[src/rtl/fifo_uart_pkg.sv]
// Shared definitions for the FIFO-to-UART drain stage: FSM state encoding and
// the default bit period.
package fifo_uart_pkg;

    typedef enum logic [2:0] {
        IDLE   = 3'd0,
        FETCH  = 3'd1,
        LOAD   = 3'd2,
        START  = 3'd3,
        DATA   = 3'd4,
        PARITY = 3'd5,
        STOP   = 3'd6
    } uart_state_t;

    localparam int DEF_CLKS_PER_BIT = 16;

endpackage

[src/rtl/uart_baud_cnt.sv]
// Bit-period down-counter: tick marks the last clk of each CLKS_PER_BIT period,
// clr restarts a full period on the following cycle.
module uart_baud_cnt
    import fifo_uart_pkg::*;
#(
    parameter int CLKS_PER_BIT = DEF_CLKS_PER_BIT
) (
    input  logic clk,
    input  logic res_n,
    input  logic clr,
    output logic tick
);

    localparam int                CNT_W  = $clog2(CLKS_PER_BIT);
    localparam logic [CNT_W-1:0]  RELOAD = CNT_W'(CLKS_PER_BIT - 1);

    logic [CNT_W-1:0] r_cnt;

    always_ff @(posedge clk) begin
        if (!res_n) begin
            r_cnt <= RELOAD;
        end else if (clr || (r_cnt == '0)) begin
            r_cnt <= RELOAD;
        end else begin
            r_cnt <= r_cnt - 1'b1;
        end
    end

    assign tick = (r_cnt == '0);

endmodule

[src/rtl/fifo_uart_tx.sv]
// Drains a RAM-based FIFO one word at a time and serialises each word as a UART
// frame: start bit, data LSB first, optional parity, STOP_BITS stop bits.
module fifo_uart_tx
    import fifo_uart_pkg::*;
#(
    parameter int WIDTH        = 8,
    parameter int CLKS_PER_BIT = DEF_CLKS_PER_BIT,
    parameter int PARITY_EN    = 0,
    parameter int PARITY_ODD   = 0,
    parameter int STOP_BITS    = 1
) (
    input  logic             clk,
    input  logic             res_n,
    input  logic             enable,
    input  logic             fifo_empty,
    input  logic [WIDTH-1:0] fifo_rdata,
    output logic             fifo_shift_out,
    output logic             tx,
    output logic             busy
);

    localparam int               IDX_W     = $clog2(WIDTH + 1);
    localparam logic [IDX_W-1:0] LAST_DATA = IDX_W'(WIDTH - 1);
    localparam logic [IDX_W-1:0] LAST_STOP = IDX_W'(STOP_BITS - 1);
    localparam logic             PAR_ODD   = (PARITY_ODD != 0);

    uart_state_t      r_state;
    logic [WIDTH-1:0] r_shreg;
    logic             r_par;
    logic [IDX_W-1:0] r_idx;
    logic             r_tx;
    logic             r_busy;
    logic             r_shift_out;
    logic             w_tick;
    logic             w_clr;

    // The bit timer is held in reload while no bit is on the line, so every
    // timed state begins with a full bit period.
    assign w_clr = (r_state == IDLE) || (r_state == FETCH) || (r_state == LOAD);

    uart_baud_cnt #(
        .CLKS_PER_BIT(CLKS_PER_BIT)
    ) u_baud (
        .clk  (clk),
        .res_n(res_n),
        .clr  (w_clr),
        .tick (w_tick)
    );

    // tx is registered from the current state, so the line lags the FSM by one
    // clk; the extra IDLE cycle with busy still set covers that lag.
    always_ff @(posedge clk) begin
        if (!res_n) begin
            r_state     <= IDLE;
            r_idx       <= '0;
            r_tx        <= 1'b1;
            r_busy      <= 1'b0;
            r_shift_out <= 1'b0;
        end else begin
            r_shift_out <= 1'b0;
            case (r_state)
                IDLE: begin
                    r_tx <= 1'b1;
                    if (r_busy) begin
                        r_busy <= 1'b0;
                    end else if (enable && !fifo_empty) begin
                        r_shift_out <= 1'b1;
                        r_busy      <= 1'b1;
                        r_state     <= FETCH;
                    end
                end
                FETCH: begin
                    r_state <= LOAD;
                end
                LOAD: begin
                    r_state <= START;
                end
                START: begin
                    r_tx <= 1'b0;
                    if (w_tick) begin
                        r_idx   <= '0;
                        r_state <= DATA;
                    end
                end
                DATA: begin
                    r_tx <= r_shreg[0];
                    if (w_tick) begin
                        if (r_idx == LAST_DATA) begin
                            r_idx   <= '0;
                            r_state <= (PARITY_EN != 0) ? PARITY : STOP;
                        end else begin
                            r_idx <= r_idx + 1'b1;
                        end
                    end
                end
                PARITY: begin
                    r_tx <= r_par;
                    if (w_tick) begin
                        r_idx   <= '0;
                        r_state <= STOP;
                    end
                end
                STOP: begin
                    r_tx <= 1'b1;
                    if (w_tick) begin
                        if (r_idx == LAST_STOP) begin
                            r_idx   <= '0;
                            r_state <= IDLE;
                        end else begin
                            r_idx <= r_idx + 1'b1;
                        end
                    end
                end
                default: begin
                    r_state <= IDLE;
                end
            endcase
        end
    end

    always_ff @(posedge clk) begin
        if (r_state == LOAD) begin
            r_shreg <= fifo_rdata;
            r_par   <= (^fifo_rdata) ^ PAR_ODD;
        end else if ((r_state == DATA) && w_tick) begin
            r_shreg <= r_shreg >> 1;
        end
    end

    assign fifo_shift_out = r_shift_out;
    assign tx             = r_tx;
    assign busy           = r_busy;

endmodule
[config.mk]
export PLATFORM = sky130hd
export DESIGN_NAME = fifo_uart_tx
export DESIGN_NICKNAME = d
export VERILOG_FILES = /design/src/rtl/fifo_uart_pkg.sv /design/src/rtl/uart_baud_cnt.sv /design/src/rtl/fifo_uart_tx.sv
export SDC_FILE = /design/constraint.sdc
export NUM_CORES = 1
export LEC_CHECK = 0
export CAP_MARGIN = 20
export CELL_PAD_IN_SITES_DETAIL_PLACEMENT = 1
export CELL_PAD_IN_SITES_GLOBAL_PLACEMENT = 1
export CORE_MARGIN = 8
export CORE_UTILIZATION = 37
export DETAILED_ROUTE_END_ITERATION = 16
export PLACE_DENSITY = 0.72
export SETUP_SLACK_MARGIN = 0.1
export SLEW_MARGIN = 20
export SYNTH_ARGS = -nofsm -noshare
export SYNTH_HDL_FRONTEND = slang
export SYNTH_SLANG_ARGS = --single-unit
[constraint.sdc]
create_clock -name clk -period 5.8 [get_ports clk]
set_clock_uncertainty 0.05 [all_clocks]
set_input_delay 0.87 -clock clk [delete_from_list [all_inputs] [get_ports clk]]
set_output_delay 0.87 -clock clk [all_outputs]
set_load 0.02 [all_outputs]
==> impl_metrics.yaml <==
cts:
  clk_latency_ns: 0.32
  htree_num_levels: 1
  clock_path_buffers: 2
  cts_resized: 0
  post_cts_buffers: 0
  cts_root_buffer: "clkbuf_4"
  numCtsBuffers: 3
  cts_tree: "done"
  path_clk_slew_ns: 0.14
  cts_sinks: 23
  ctsHoldBuffers: 0
cells_and_area:
  syn_to_final_growth_pct: 14.2
  area.sequential_um2: 551
  multi_input_area_um2: 681
  fillers: 401
  antennaDiodeCount: 0
  drive_gt1_share_pct: 12.1
  fin_util_pct: 44.3
  final_nets: 156
synth:
  synth_seq_area_share_pct: 42.6
  synth_top_area_cell: "dfxtp_1"
  yosysWarnings: 0
  synth_top_area_share_pct: 21.7
  synth_most_common_cell: "dfxtp_1"
  synth-async-reset-ratio_pct: 0
  synth_edf_count: 9
  yosys-top-cells-area: "dfxtp_1, edfxtp_1, mux2_2, xnor2_1, ha_1"
  synth.avg_cell_area_um2: 9.88
  netlist_instances: 131
  yosys-top-cells-count: "dfxtp_1, nor2_1, edfxtp_1"
  synth_ff_type: "dfxtp_1"
  ys_types: 44
  synth-seq-cells: 23
  netlist_area_um2: 1290
  syn_nets: 146
pwr:
  vdd_ir_drop_max_mv: 0.135
  power.density_nw_per_um2: 249
  leakagePower_nw: 0.504
drt:
  dr_wl_met2_um: 1270
  num_vias: 980
  routedWlPerCell_um: 13.9
  firstDrtPassIters: 4
  drtAntennaViolNets: 0
  highest_layer: "met4"
  remaining_drc_errors: 0
  vias_per_cell: 5.27
  met3WireLength_um: 112
  drtIter0Drc: 67
  wirelength_um: 2580
  wl_met1_um: 1180
critical_path:
  cp.required_ns: 5.73
  critical_path_arrival_ns: 2.19
  crit_type: "flop to flop"
  critPathLaunchType: "flop"
  cp_max_fo: 8
  end_kind: "flop"
  r2r.worst_path.cells: 6
  rrSetupSlack_ns: 3.54
  r2r-start: "u_baud.r_cnt[0]"
  reg2reg_to: "r_shreg[0]"
floorplan:
  die_w_um: 75.1
  io_pins: 15
  num_rows: 21
  die-area_um2: 5640
  start_util_pct: 38.8
  core-area_um2: 3340
  fp.dieH_um: 75.1
global_routing:
  overflow: 0
  grt_pass1_wl_um: 4260
  track_usage_pct: 9.69
  antenna_found_initial: 0
  grt_pass1_vias: 973
  grt_max_degree: 20
sta:
  fin_crit_sh_pct: 39.0
  finalCriticalPeriod_ns: 2.26
  rsz0062_at_grt: "false"
  setup_viol: 0
  maxSlewHeadroom_pct: 56.0
  setup-tns-final_ns: 0
  max_freq_mhz: 442
  drv_slew: 0
  tightest_slew_ns: 0.657
  hold_violations: 0
min_path:
  holdPathEnd: "u_baud.r_cnt[0]"
  hp-class: "flop to flop"
  holdPathStages: 1
  hp-start: "u_baud.r_cnt[0]"
placed_design:
  place_hpwl_um: 1920
  place_congestion: 0.786
  port_buffers: 14
status:
  status: "completed"
flow_run:
  drv_cap: 0
[flip-flops by register name, summed over array words and instances, names as in the netlist]
signal          flops
fifo_shift_out      1
r_idx               4
u_baud.r_cnt        4
r_shreg             8
tx                  1
busy                1
r_par               1
r_state             3
[critical path, stage by stage, from the launching register on]
cell,delay (ns)
dfxtp_1,0.35
inv_1,0.06
ha_1,0.19
or3b_1,0.51
nor2_1,0.14
mux2i_1,0.09
nor2_1,0.54
[routing by layer]
metal	vias up	track usage (%)
li1	483	-
met1	482	11.2
met2	13	16.8
met3	2	3.33
met4	0	1.92
met5	-	0
[stage by stage]
stage	hold WS, ns	std cells	power, mW	cell area (um2)	setup WS [ns]
6_report	0.369	186	0.368	1480	3.54
5_1_grt	0.387	186	0.389	1480	3.36
4_1_cts	0.375	186	0.373	1470	3.36
3_5_place_dp	0.340	182	0.292	1440	3.38
3_3_place_gp	0.330	182	0.288	1440	3.49
2_1_floorplan	0.322	131	0.269	1290	3.84
[power by group]
group	switching [mW]	leakage, nW	internal (mW)
registers	0.0183	0.198	0.190
logic	0.0345	0.292	0.0445
clock network	0.0543	0.0139	0.0263
[final cells by class]
type | count | share of cell area [%]
Clock buffer | 3 | 1.52
Clock inverter | 1 | 0.508
Inverter | 5 | 1.27
Multi-Input combinational cell | 94 | 46.1
Sequential cell | 23 | 37.3
Tap cell | 46 | 3.89
Timing Repair Buffer | 14 | 9.48
[cell usage in the layout (no fill, tap or decap), drive strengths merged, types with 2 or more instances in the layout]
cell type	Yosys	final
mux2	7	7
dfxtp	14	14
inv	5	5
o311ai	2	2
ha	3	3
nand2	8	8
o21bai	2	2
a21oi	7	7
and3b	2	2
nand3	2	2
xor2	2	2
edfxtp	9	9
mux2i	2	2
o21ai	5	5
xnor2	8	8
nor3	3	3
nand3b	3	3
nor3b	6	6
clkbuf	4	3
clkdlybuf4s50	0	14
nor2	10	10
nand2b	3	3
o2111ai	2	2
a21boi	5	5
[worst max-delay path by stage]
stage                     cells after the start    endpoint  slack [ns]            start
after floorplan                               7  r_shreg[0]        3.84  u_baud.r_cnt[0]
after global placement                        2  r_shreg[5]        3.49       r_state[1]
after detailed placement                      2  r_shreg[0]        3.38       r_state[1]
after CTS                                     2  r_shreg[0]        3.36       r_state[1]
after global routing                          6  r_shreg[2]        3.36  u_baud.r_cnt[1]
final                                         6  r_shreg[0]        3.54  u_baud.r_cnt[0]
[kinds of logic (layout without fill, tap and decap cells)]
logic type               after synthesis  in the layout  share of synthesized area, %
multiplexers                           9              9                          7.64
adder cells (fa/ha/maj)                3              3                          2.90
AND/OR/NAND/NOR                       43             43                          19.4
buffers and inverters                 14             23                          5.22
AO/OA/AOI/OAI                         29             29                          15.5
XOR/XNOR                              10             10                          6.77
flip-flops                            23             23                          42.6
(Power assumes the default switching activity.)
==> RTL edit (same flow settings) <==
The parameter `PARITY_EN` goes from 0 to 1.
--- a/src/rtl/fifo_uart_tx.sv
+++ b/src/rtl/fifo_uart_tx.sv
@@ -6,5 +6,5 @@
     parameter int WIDTH        = 8,
     parameter int CLKS_PER_BIT = DEF_CLKS_PER_BIT,
-    parameter int PARITY_EN    = 0,
+    parameter int PARITY_EN    = 1,
     parameter int PARITY_ODD   = 0,
     parameter int STOP_BITS    = 1
Check against the original RTL: no difference found for any inputs over 10 cycles, from zero or initial values; that may be too few to reach the edited logic, so the function may still have changed.
==> RTL edit against the unedited design <==
Sequential cell count unchanged; combinational power down 41%; non-clock buffer count unchanged; wire length up 8.3%; synthesized area down 1.4%; synthesized cell count down 2.3%; power down 16%; setup slack worse by 64 ps; global-route usage up 1.1 points; sequential power down 9.6%; critical path depth down 1; hold slack better by 2.9 ps; cell area down 1.6%; critical path type unchanged; largest power group unchanged; highest routed layer unchanged.
==> RTL edit: results (changes against the unedited design) <==
run status -> complete, no violations
HPWL after DPL -> 2.10 mm (+9.0%)
inverter count -> 8 (+3)
Pint -> 0.229 mW (-12%)
DP Cell Count -> 180 (-1.1%)
worst vdd ir -> 0.121 mV (-10%)
post-synthesis net count -> 143 (-2.1%)
multi-input gate share of total cell area -> 0.446 (-0.0148)
vias per cell -> 5.07 (-3.9%)
Worst Path Arrival -> 2240 ps (+50 ps)
Filler cells -> 399 (-0.50%)
reg2reg end -> r_shreg[7]$_SDFFCE_PN0P_
Clock group -> 0.0756 mW (-6.2%)
worst-margin pin slew -> 793 ps (+136 ps)
area of the mapped netlist -> 1280 sq um (-1.4%)
synth unique cells -> 43 (-2.3%)
Seq/Total Area, Yosys -> 0.431 (+0.00584)
first-pass GRT wire length -> 4.61 mm (+8.3%)
DR WL/cell -> 15.2 microns (+9.5%)
Area contributors post-synth -> dfxtp_1, edfxtp_1, xnor2_1, mux2_2, ha_1
total routing usage reported by global routing -> 0.108 (+0.0110)
sequential cell area share -> 0.379 (+0.00609)
synth cell count leaders -> dfxtp_1, xnor2_1, edfxtp_1, nand2_1, inv_1
sequential cell power -> 0.188 mW (-9.6%)
vias in the first global route -> 980 (+0.72%)
First DRT Iteration DRCs -> 59 (-12%)
CP Max Fanout -> 12 (+4)
nets@finish -> 154 (-1.3%)
Reg2Reg Setup Slack -> 3470 ps (-60 ps)
largest net degree at the start of global routing -> 21 (+5.0%)
RD Place Congestion -> 0.793 (+0.93%)
Crit path largest cell delay -> 680 ps (+140 ps)
r2r worst-path depth -> 5 (-1)
layout cells sized above 1 -> 0.116 (-0.00549)
Post-Place Setup Slack -> 3320 ps (-62.8 ps)
mux cell area share after synthesis -> 0.0775 (+0.00105)
DP Area -> 1430 sq um (-1.1%)
compound-gate portion of the synthesized area -> 0.132 (-0.0224)
Synth Area in XOR/XNOR -> 0.0824 (+0.0147)
detailed-route via count -> 932 (-4.9%)
==> RTL edit: worst max-delay path by stage <==
stage / cells past startpoint / startpoint / endpoint
CTS: 5 / u_baud.r_cnt[0]$_SDFF_PP1_ / r_shreg[7]$_SDFFCE_PN0P_
floorplan: 6 / u_baud.r_cnt[0]$_SDFF_PP1_ / r_shreg[0]$_DFFE_PP_
global placement: 4 / res_n / r_idx[2]$_SDFFE_PN0P_
global route: 5 / u_baud.r_cnt[0]$_SDFF_PP1_ / r_shreg[4]$_DFFE_PP_
finish: 5 / u_baud.r_cnt[0]$_SDFF_PP1_ / r_shreg[7]$_SDFFCE_PN0P_
detailed placement: 4 / res_n / r_idx[2]$_SDFFE_PN0P_
==> RTL edit: metal layers <==
layer / part of all wire / GRT usage / wire length, microns
met1: 0.46 / 0.130 / 1290
met2: 0.50 / 0.176 / 1390
met3: 0.025 / 0.0226 / 70
met4: 0.015 / 0.0543 / 42
met5: 0 / 0 / 0
